### src/rtl/mem_access_unit_pkg.sv
// -----------------------------------------------------------------------------
// mem_access_unit_pkg
// Shared types and helpers for the memory-stage access engine:
//   - size_e  : access size encodings (byte / half / word)
//   - state_e : access FSM states (IDLE / ACCESS / DONE)
//   - norm_size    : folds the reserved size code onto word
//   - lane_enable  : little-endian byte-lane enables for a size/lane pair
//   - lane_wdata   : store data replicated onto the byte lanes
// -----------------------------------------------------------------------------
package mem_access_unit_pkg;

    typedef enum logic [1:0] {
        SIZE_BYTE = 2'b00,
        SIZE_HALF = 2'b01,
        SIZE_WORD = 2'b10
    } size_e;

    typedef enum logic [1:0] {
        IDLE   = 2'b00,
        ACCESS = 2'b01,
        DONE   = 2'b10
    } state_e;

    // The reserved code 2'b11 behaves exactly like a word access.
    function automatic size_e norm_size(input logic [1:0] s);
        case (s)
            2'b00:   return SIZE_BYTE;
            2'b01:   return SIZE_HALF;
            default: return SIZE_WORD;
        endcase
    endfunction

    function automatic logic [3:0] lane_enable(input size_e s, input logic [1:0] lane);
        case (s)
            SIZE_BYTE: return 4'b0001 << lane;
            SIZE_HALF: return lane[1] ? 4'b1100 : 4'b0011;
            default:   return 4'b1111;
        endcase
    endfunction

    // Replicating the narrow datum onto every lane lets the enables alone
    // select which bytes the memory actually writes.
    function automatic logic [31:0] lane_wdata(input size_e s, input logic [31:0] wd);
        case (s)
            SIZE_BYTE: return {4{wd[7:0]}};
            SIZE_HALF: return {2{wd[15:0]}};
            default:   return wd;
        endcase
    endfunction

endpackage

### src/rtl/mem_access_unit_if.sv
// -----------------------------------------------------------------------------
// mem_access_unit_if
// Data-bus handshake between the memory-stage access engine (master) and the
// data memory (slave).
//   bus_req_o      request, held until acknowledged
//   bus_we_o       1 = write
//   bus_addr_o     word-aligned byte address
//   bus_byte_en_o  byte-lane enables
//   bus_wdata_o    lane-replicated store data
//   bus_ack_i      one-cycle acknowledge
//   bus_rdata_i    read word, valid with bus_ack_i
// -----------------------------------------------------------------------------
interface mem_access_unit_if;

    logic        bus_req_o;
    logic        bus_we_o;
    logic [31:0] bus_addr_o;
    logic [3:0]  bus_byte_en_o;
    logic [31:0] bus_wdata_o;
    logic        bus_ack_i;
    logic [31:0] bus_rdata_i;

    modport master (
        output bus_req_o, bus_we_o, bus_addr_o, bus_byte_en_o, bus_wdata_o,
        input  bus_ack_i, bus_rdata_i
    );

    modport slave (
        input  bus_req_o, bus_we_o, bus_addr_o, bus_byte_en_o, bus_wdata_o,
        output bus_ack_i, bus_rdata_i
    );

endinterface

### src/rtl/mem_access_unit_load_extender.sv
// -----------------------------------------------------------------------------
// load_extender
// Combinational lane select plus sign/zero extension of a read word.
//   rdata_i     raw 32-bit read word
//   lane_i      byte address bits [1:0] of the load
//   size_i      access size
//   unsigned_i  1 = zero-extend, 0 = sign-extend
//   data_o      right-justified, extended result
// -----------------------------------------------------------------------------
module load_extender
    import mem_access_unit_pkg::*;
(
    input  logic [31:0] rdata_i,
    input  logic [1:0]  lane_i,
    input  size_e       size_i,
    input  logic        unsigned_i,
    output logic [31:0] data_o
);

    logic signed [7:0]  byte_s;
    logic signed [15:0] half_s;

    always_comb begin
        byte_s = rdata_i[{lane_i, 3'b000} +: 8];
        half_s = lane_i[1] ? rdata_i[31:16] : rdata_i[15:0];
        case (size_i)
            SIZE_BYTE: data_o = unsigned_i ? {24'h0, byte_s} : 32'(byte_s);
            SIZE_HALF: data_o = unsigned_i ? {16'h0, half_s} : 32'(half_s);
            default:   data_o = rdata_i;
        endcase
    end

endmodule

### src/rtl/mem_access_unit.sv
// -----------------------------------------------------------------------------
// mem_access_unit
// Memory-stage access engine. Converts EX/MEM load/store control into a
// handshaked data-bus transaction, stalls the pipeline until the bus answers
// (or times out), and presents the extended load result to MEM/WB.
//   clk, reset         clock, asynchronous active-low reset
//   mem_read_i/_write_i load / store request (write wins when both set)
//   mem_size_i         00 byte, 01 half, 10/11 word
//   mem_unsigned_i     zero-extend loads when set
//   address_i          byte address
//   write_data_i       right-justified store data
//   bus                data-bus master port
//   stall_o            freezes the upstream pipeline
//   read_data_mmry_o   extended load data, held until next DONE/fault
//   misaligned_o       alignment / range fault, one cycle
//   bus_error_o        timeout indication, DONE cycle only
// -----------------------------------------------------------------------------
module mem_access_unit
    import mem_access_unit_pkg::*;
#(
    parameter int TIMEOUT_CYCLES = 255,
    parameter int MEMORY_DEPTH   = 32
) (
    input  logic              clk,
    input  logic              reset,
    input  logic              mem_read_i,
    input  logic              mem_write_i,
    input  logic [1:0]        mem_size_i,
    input  logic              mem_unsigned_i,
    input  logic [31:0]       address_i,
    input  logic [31:0]       write_data_i,
    mem_access_unit_if.master bus,
    output logic              stall_o,
    output logic [31:0]       read_data_mmry_o,
    output logic              misaligned_o,
    output logic              bus_error_o
);

    localparam int               CNT_W      = $clog2(TIMEOUT_CYCLES + 1);
    localparam logic [CNT_W-1:0] CNT_LAST   = CNT_W'(TIMEOUT_CYCLES - 1);
    localparam logic [31:0]      ADDR_LIMIT = 32'(MEMORY_DEPTH * 4);

    state_e           state_q, state_d;
    logic [CNT_W-1:0] cnt_q, cnt_d;
    logic [31:0]      addr_q, wdata_q, rd_q, ext_data;
    logic [3:0]       be_q;
    logic [1:0]       lane_q;
    size_e            size_q, size_n;
    logic             we_q, uns_q, err_q;
    logic             req, fault, start, fault_hit, timeout;

    assign req     = mem_read_i | mem_write_i;
    assign size_n  = norm_size(mem_size_i);
    assign fault   = (size_n == SIZE_HALF && address_i[0])
                   || (size_n == SIZE_WORD && address_i[1:0] != 2'b00)
                   || (address_i >= ADDR_LIMIT);
    // Gating with reset keeps every output at 0 while reset is held, even if
    // the upstream stage is still presenting a request.
    assign start     = reset && (state_q == IDLE) && req && !fault;
    assign fault_hit = reset && (state_q == IDLE) && req && fault;
    // Counter value CNT_LAST marks the final permitted ACCESS cycle.
    assign timeout   = (cnt_q == CNT_LAST);
    assign cnt_d     = (state_q == ACCESS) ? cnt_q + CNT_W'(1) : '0;

    load_extender u_ext (
        .rdata_i    (bus.bus_rdata_i),
        .lane_i     (lane_q),
        .size_i     (size_q),
        .unsigned_i (uns_q),
        .data_o     (ext_data)
    );

    always_ff @(posedge clk or negedge reset) begin
        if (!reset) state_q <= IDLE;
        else        state_q <= state_d;
    end

    always_comb begin
        state_d = state_q;
        case (state_q)
            IDLE:    if (start) state_d = ACCESS;
            // Ack is tested first so an ack on the last permitted cycle wins.
            ACCESS:  if (bus.bus_ack_i || timeout) state_d = DONE;
            DONE:    state_d = IDLE;
            default: state_d = IDLE;
        endcase
    end

    always_comb begin
        stall_o          = start || (state_q == ACCESS);
        misaligned_o     = fault_hit;
        read_data_mmry_o = fault_hit ? 32'h0 : rd_q;
        bus_error_o      = err_q;
    end

    assign bus.bus_req_o     = (state_q == ACCESS);
    assign bus.bus_we_o      = we_q;
    assign bus.bus_addr_o    = addr_q;
    assign bus.bus_byte_en_o = be_q;
    assign bus.bus_wdata_o   = wdata_q;

    always_ff @(posedge clk or negedge reset) begin
        if (!reset) begin
            cnt_q   <= '0;
            addr_q  <= '0;
            wdata_q <= '0;
            be_q    <= '0;
            lane_q  <= '0;
            size_q  <= SIZE_BYTE;
            we_q    <= 1'b0;
            uns_q   <= 1'b0;
            err_q   <= 1'b0;
            rd_q    <= '0;
        end else begin
            cnt_q <= cnt_d;
            err_q <= (state_q == ACCESS) && !bus.bus_ack_i && timeout;
            if (start) begin
                addr_q  <= {address_i[31:2], 2'b00};
                wdata_q <= lane_wdata(size_n, write_data_i);
                be_q    <= lane_enable(size_n, address_i[1:0]);
                lane_q  <= address_i[1:0];
                size_q  <= size_n;
                we_q    <= mem_write_i;
                uns_q   <= mem_unsigned_i;
            end
            if (state_q == ACCESS && bus.bus_ack_i) rd_q <= ext_data;
            else if (state_q == ACCESS && timeout)  rd_q <= '0;
            else if (fault_hit)                     rd_q <= '0;
        end
    end

endmodule

### src/flat_wrapper.sv
// flat-port wrapper written by rule: the top's interface ports become plain ports
module mem_access_unit_flat import mem_access_unit_pkg::*;
#(
    parameter int TIMEOUT_CYCLES = 255,
    parameter int MEMORY_DEPTH   = 32
)
  (clk, reset, mem_read_i, mem_write_i, mem_size_i, mem_unsigned_i, address_i, write_data_i, stall_o, read_data_mmry_o, misaligned_o, bus_error_o, bus_bus_req_o, bus_bus_we_o, bus_bus_addr_o, bus_bus_byte_en_o, bus_bus_wdata_o, bus_bus_ack_i, bus_bus_rdata_i);
  mem_access_unit_if bus_i ();
  input  logic clk;
  input  logic reset;
  input  logic mem_read_i;
  input  logic mem_write_i;
  input  logic [1:0] mem_size_i;
  input  logic mem_unsigned_i;
  input  logic [31:0] address_i;
  input  logic [31:0] write_data_i;
  output logic stall_o;
  output logic [31:0] read_data_mmry_o;
  output logic misaligned_o;
  output logic bus_error_o;
  output wire logic [$bits(bus_i.bus_req_o)-1:0] bus_bus_req_o;
  output wire logic [$bits(bus_i.bus_we_o)-1:0] bus_bus_we_o;
  output wire logic [$bits(bus_i.bus_addr_o)-1:0] bus_bus_addr_o;
  output wire logic [$bits(bus_i.bus_byte_en_o)-1:0] bus_bus_byte_en_o;
  output wire logic [$bits(bus_i.bus_wdata_o)-1:0] bus_bus_wdata_o;
  input wire logic [$bits(bus_i.bus_ack_i)-1:0] bus_bus_ack_i;
  input wire logic [$bits(bus_i.bus_rdata_i)-1:0] bus_bus_rdata_i;
  assign bus_bus_req_o = bus_i.bus_req_o;
  assign bus_bus_we_o = bus_i.bus_we_o;
  assign bus_bus_addr_o = bus_i.bus_addr_o;
  assign bus_bus_byte_en_o = bus_i.bus_byte_en_o;
  assign bus_bus_wdata_o = bus_i.bus_wdata_o;
  assign bus_i.bus_ack_i = bus_bus_ack_i;
  assign bus_i.bus_rdata_i = bus_bus_rdata_i;
  mem_access_unit #(.TIMEOUT_CYCLES(TIMEOUT_CYCLES), .MEMORY_DEPTH(MEMORY_DEPTH)) u_core (.clk(clk), .reset(reset), .mem_read_i(mem_read_i), .mem_write_i(mem_write_i), .mem_size_i(mem_size_i), .mem_unsigned_i(mem_unsigned_i), .address_i(address_i), .write_data_i(write_data_i), .bus(bus_i), .stall_o(stall_o), .read_data_mmry_o(read_data_mmry_o), .misaligned_o(misaligned_o), .bus_error_o(bus_error_o));
endmodule
### config.mk
export PLATFORM = sky130hd
export DESIGN_NAME = mem_access_unit_flat
export DESIGN_NICKNAME = d
export VERILOG_FILES = /design/src/rtl/mem_access_unit_pkg.sv /design/src/rtl/mem_access_unit_if.sv /design/src/rtl/mem_access_unit_load_extender.sv /design/src/rtl/mem_access_unit.sv /design/src/flat_wrapper.sv
export SDC_FILE = /design/constraint.sdc
export NUM_CORES = 1
export LEC_CHECK = 0
export ABC_AREA = 1
export CAP_MARGIN = 20
export CORE_ASPECT_RATIO = 0.6
export CORE_UTILIZATION = 66
export DETAILED_ROUTE_END_ITERATION = 12
export DONT_BUFFER_PORTS = 1
export PLACE_DENSITY_LB_ADDON = 0.25
export RECOVER_POWER = 50
export SLEW_MARGIN = 10
export SYNTH_ARGS = -nofsm -noshare
export SYNTH_HDL_FRONTEND = slang
export SYNTH_SLANG_ARGS = --single-unit
### constraint.sdc
create_clock -name clk -period 2.6 [get_ports clk]
set_clock_uncertainty 0.05 [all_clocks]
set_input_delay 0.52 -clock clk [delete_from_list [all_inputs] [get_ports clk]]
set_output_delay 0.52 -clock clk [all_outputs]
set_load 0.005 [all_outputs]
==> impl_metrics.tcl <==
set metrics [dict create \
    status "finished with violations" \
    violations "negative hold slack" \
    vias_per_cell 5.78 \
    synth_area_leaders "dfrtp_1, nand2_1, nand3_1, inv_1, nor2_1" \
    period_share_pct 91.9 \
    cts_inserted_buffers 17 \
    n_fill_cell 673 \
    dieArea_sq_um 9220 \
    drt_iter0_markers 470 \
    rsz0062_at_grt "no" \
    synth_edf_count 0 \
    track_usage_pct 34.0 \
    ys_async_sr_fraction_pct 100 \
    hold_slack_ps -261 \
    grt_pass1_wl_microns 23000 \
    yosysTopAreaCellShare_pct 49.4 \
    clk_pin_slew_worst_paths_ps 60 \
    ys_types 29 \
    startpoint_type "flip-flop" \
    antennaDiodeCount 0 \
    vias 5097 \
    fp.dieW_microns 123 \
    place_area_sq_um 5840 \
    portBuffers 0 \
    wl_per_cell_microns 17.2 \
    remaining_drc_errors 0 \
    finalMaxSlewViolations 0 \
    rows 26 \
    area_growth_pct 9.51 \
    clock_latency_ps 420 \
    critPathTopFamily "simple AND/OR/NAND/NOR gates" \
    post-route-cell-area_sq_um 6380 \
    ir_drop_mv 0.492 \
    end_kind "output port" \
    cp_data_required_time_ps 2030 \
    grt_max_degree 117 \
    arrival_ps 1820 \
    hold_class "input pin to async pin" \
    finalSetupViolCount 0 \
    yosysTopAreaCell "dfrtp_1" \
    critical_path_class "flip-flop to output port" \
    synth_area_sq_um 5830 \
    min_period_ps 2390 \
    powerDensity_nw_per_um2 644 \
    root_buffer "clkbuf_16" \
    initial_core_util_pct 68.4 \
    wl_microns 15100 \
    coreArea_sq_um 8520 \
    cts_max_level 4 \
    cts_buffer_depth 2 \
    grt_antenna_before_repair 0 \
    avgSynthCellArea_sq_um 7.59 \
    syn-instance-count 768 \
    final_util_pct 74.9 \
    setup-tns-final_ps 0 \
    clock-sinks 115 \
    synth_common_cells "nand2_1, dfrtp_1, inv_1, nand3_1, nor2_1" \
    max_freq_mhz 419 \
    firstDrtPassIters 5 \
    crit_buf_inv 2 \
    ys_ff_latch 115 \
    io_pins 209 \
    cts_tree "done" \
    max_stage_delay_ps 620 \
    antenna_left 0 \
    layout-drive-gt1-share_pct 7.14 \
    grt_overflow 0 \
    leakagePower_uw 0.00331 \
    dp_hpwl_microns 10700 \
    crit_chain "inv_1 > nor2_1 > inv_2 > nand2_1" \
    grt_pass1_vias 4537 \
    yosys.cell_count.top_type "nand2_1" \
    tightest_slew_ps 818 \
    gp_congestion 0.921 \
    crit_fanout 8 \
    yosys_warnings 0 \
    cap_violations 0 \
    maxSlewHeadroom_pct 45.3 \
    die_y_microns 74.8 \
    cts_setup_buffers 0 \
    slowest_stage "nor2_1" \
    ys_seq_area_share_pct 49.4 \
    ys.flop_type "dfrtp_1" \
    final-hold-violation-count 115 \
    fin_nets 863 \
]
## state kept, by name, summed over array words and instances, names as in the netlist
| register | cells |
|---|---|
| u_core.bus.bus_wdata_o | 32 |
| u_core.rd_q | 32 |
| u_core.bus.bus_addr_o | 30 |
| u_core.cnt_q | 8 |
| u_core.bus.bus_byte_en_o | 4 |
| u_core.lane_q | 2 |
| u_core.size_q | 2 |
| u_core.state_q | 2 |
| u_core.bus.bus_we_o | 1 |
| u_core.bus_error_o | 1 |
| u_core.uns_q | 1 |
## final timing paths
path,cells after the start,endpoint,slack [ps],startpoint
max in group asynchronous,0,u_core.bus.bus_wdata_o[23],2620,reset
setup / recovery,4,stall_o,210,u_core.state_q[0]
hold reg to reg,1,u_core.cnt_q[0],440,u_core.cnt_q[0]
setup reg to reg,7,u_core.rd_q[27],300,u_core.state_q[0]
min in group clk,1,u_core.bus_error_o,130,bus_bus_ack_i
hold / removal,0,u_core.rd_q[17],-260,reset
## through the flow
step           setup slack (ps)  hold slack [ps]  total power [uW]  std cells
6_report                    211             -261              4110        882
5_1_grt                    83.0             -273              4240        882
4_1_cts                     149             -274              4130        882
3_5_place_dp                252              176              1970        850
3_3_place_gp                375              177              1970        850
2_1_floorplan               592              174              1950        769
## cells by family (layout without fill, tap and decap cells)
kind of cell,Yosys count,in the layout,synth area share [%]
and+or+nand+nor,411,411,30.4
DFF,115,115,49.4
buffers and inverters,130,131,9.68
other,1,2,0.0643
xor gates and xnor gates,1,1,0.150
adders and majority gates,2,2,0.429
AOI/OAI and AO/OA,108,108,9.92
## cell usage in the layout, fill, tap and decap left out, types with 2 or more instances in the layout
cell type / netlist / layout
a21oi_1: 38 / 38
and2_1: 25 / 25
buf_4: 2 / 9
clkbuf_16: 0 / 17
clkinv_2: 0 / 2
clkinv_4: 0 / 2
clkinvlp_4: 0 / 3
conb_1: 1 / 2
dfrtp_1: 115 / 115
ha_1: 2 / 2
inv_1: 85 / 85
inv_2: 4 / 3
inv_6: 0 / 6
inv_8: 0 / 2
nand2_1: 234 / 234
nand2_2: 2 / 2
nand2_4: 3 / 3
nand3_1: 70 / 70
nand3_4: 1 / 2
nor2_1: 67 / 68
nor3_1: 3 / 3
o211ai_1: 7 / 7
o21a_1: 8 / 8
o21ai_0: 15 / 15
o21ai_1: 40 / 40
## layout make-up
type,instances,area (sq um),share of cell area [%]
clock buffer,17,425,6.66
clock inverter,15,125,1.96
multi-input combinational,524,2390,37.5
tap,112,140,2.20
sequential,115,2880,45.1
timing repair buffer,10,87.6,1.37
inverter,89,337,5.27
## worst register-to-register path, cell delays in order (launching register included)
cell and delay (ps):
dfrtp_1 390, inv_1 60, nor2_1 620, nand2_2 320
inv_1 340, buf_4 280, nand2_1 100, nand2_1 70
## layer usage
layer / wire (microns) / part of all wire [%] / GRT usage, %
met5: 0 / 0 / 0
met4: 289 / 1.9 / 13.7
met3: 1610 / 11 / 10.5
met2: 6600 / 44 / 48.1
met1: 6640 / 44 / 48.9
## report_power, final
group,internal (uW),switching [uW]
clock,1240,920
combinational,49.7,107
sequential,1790,0.000266
total,3080,1030
## what timing repair did
| action | CTS | global route |
|---|---|---|
| setup endpoints to repair | 0 | 1 |
| hold endpoints to repair | 115 | 115 |
| resized for setup | 0 | 2 |
Power figures use the tool's default switching activity.
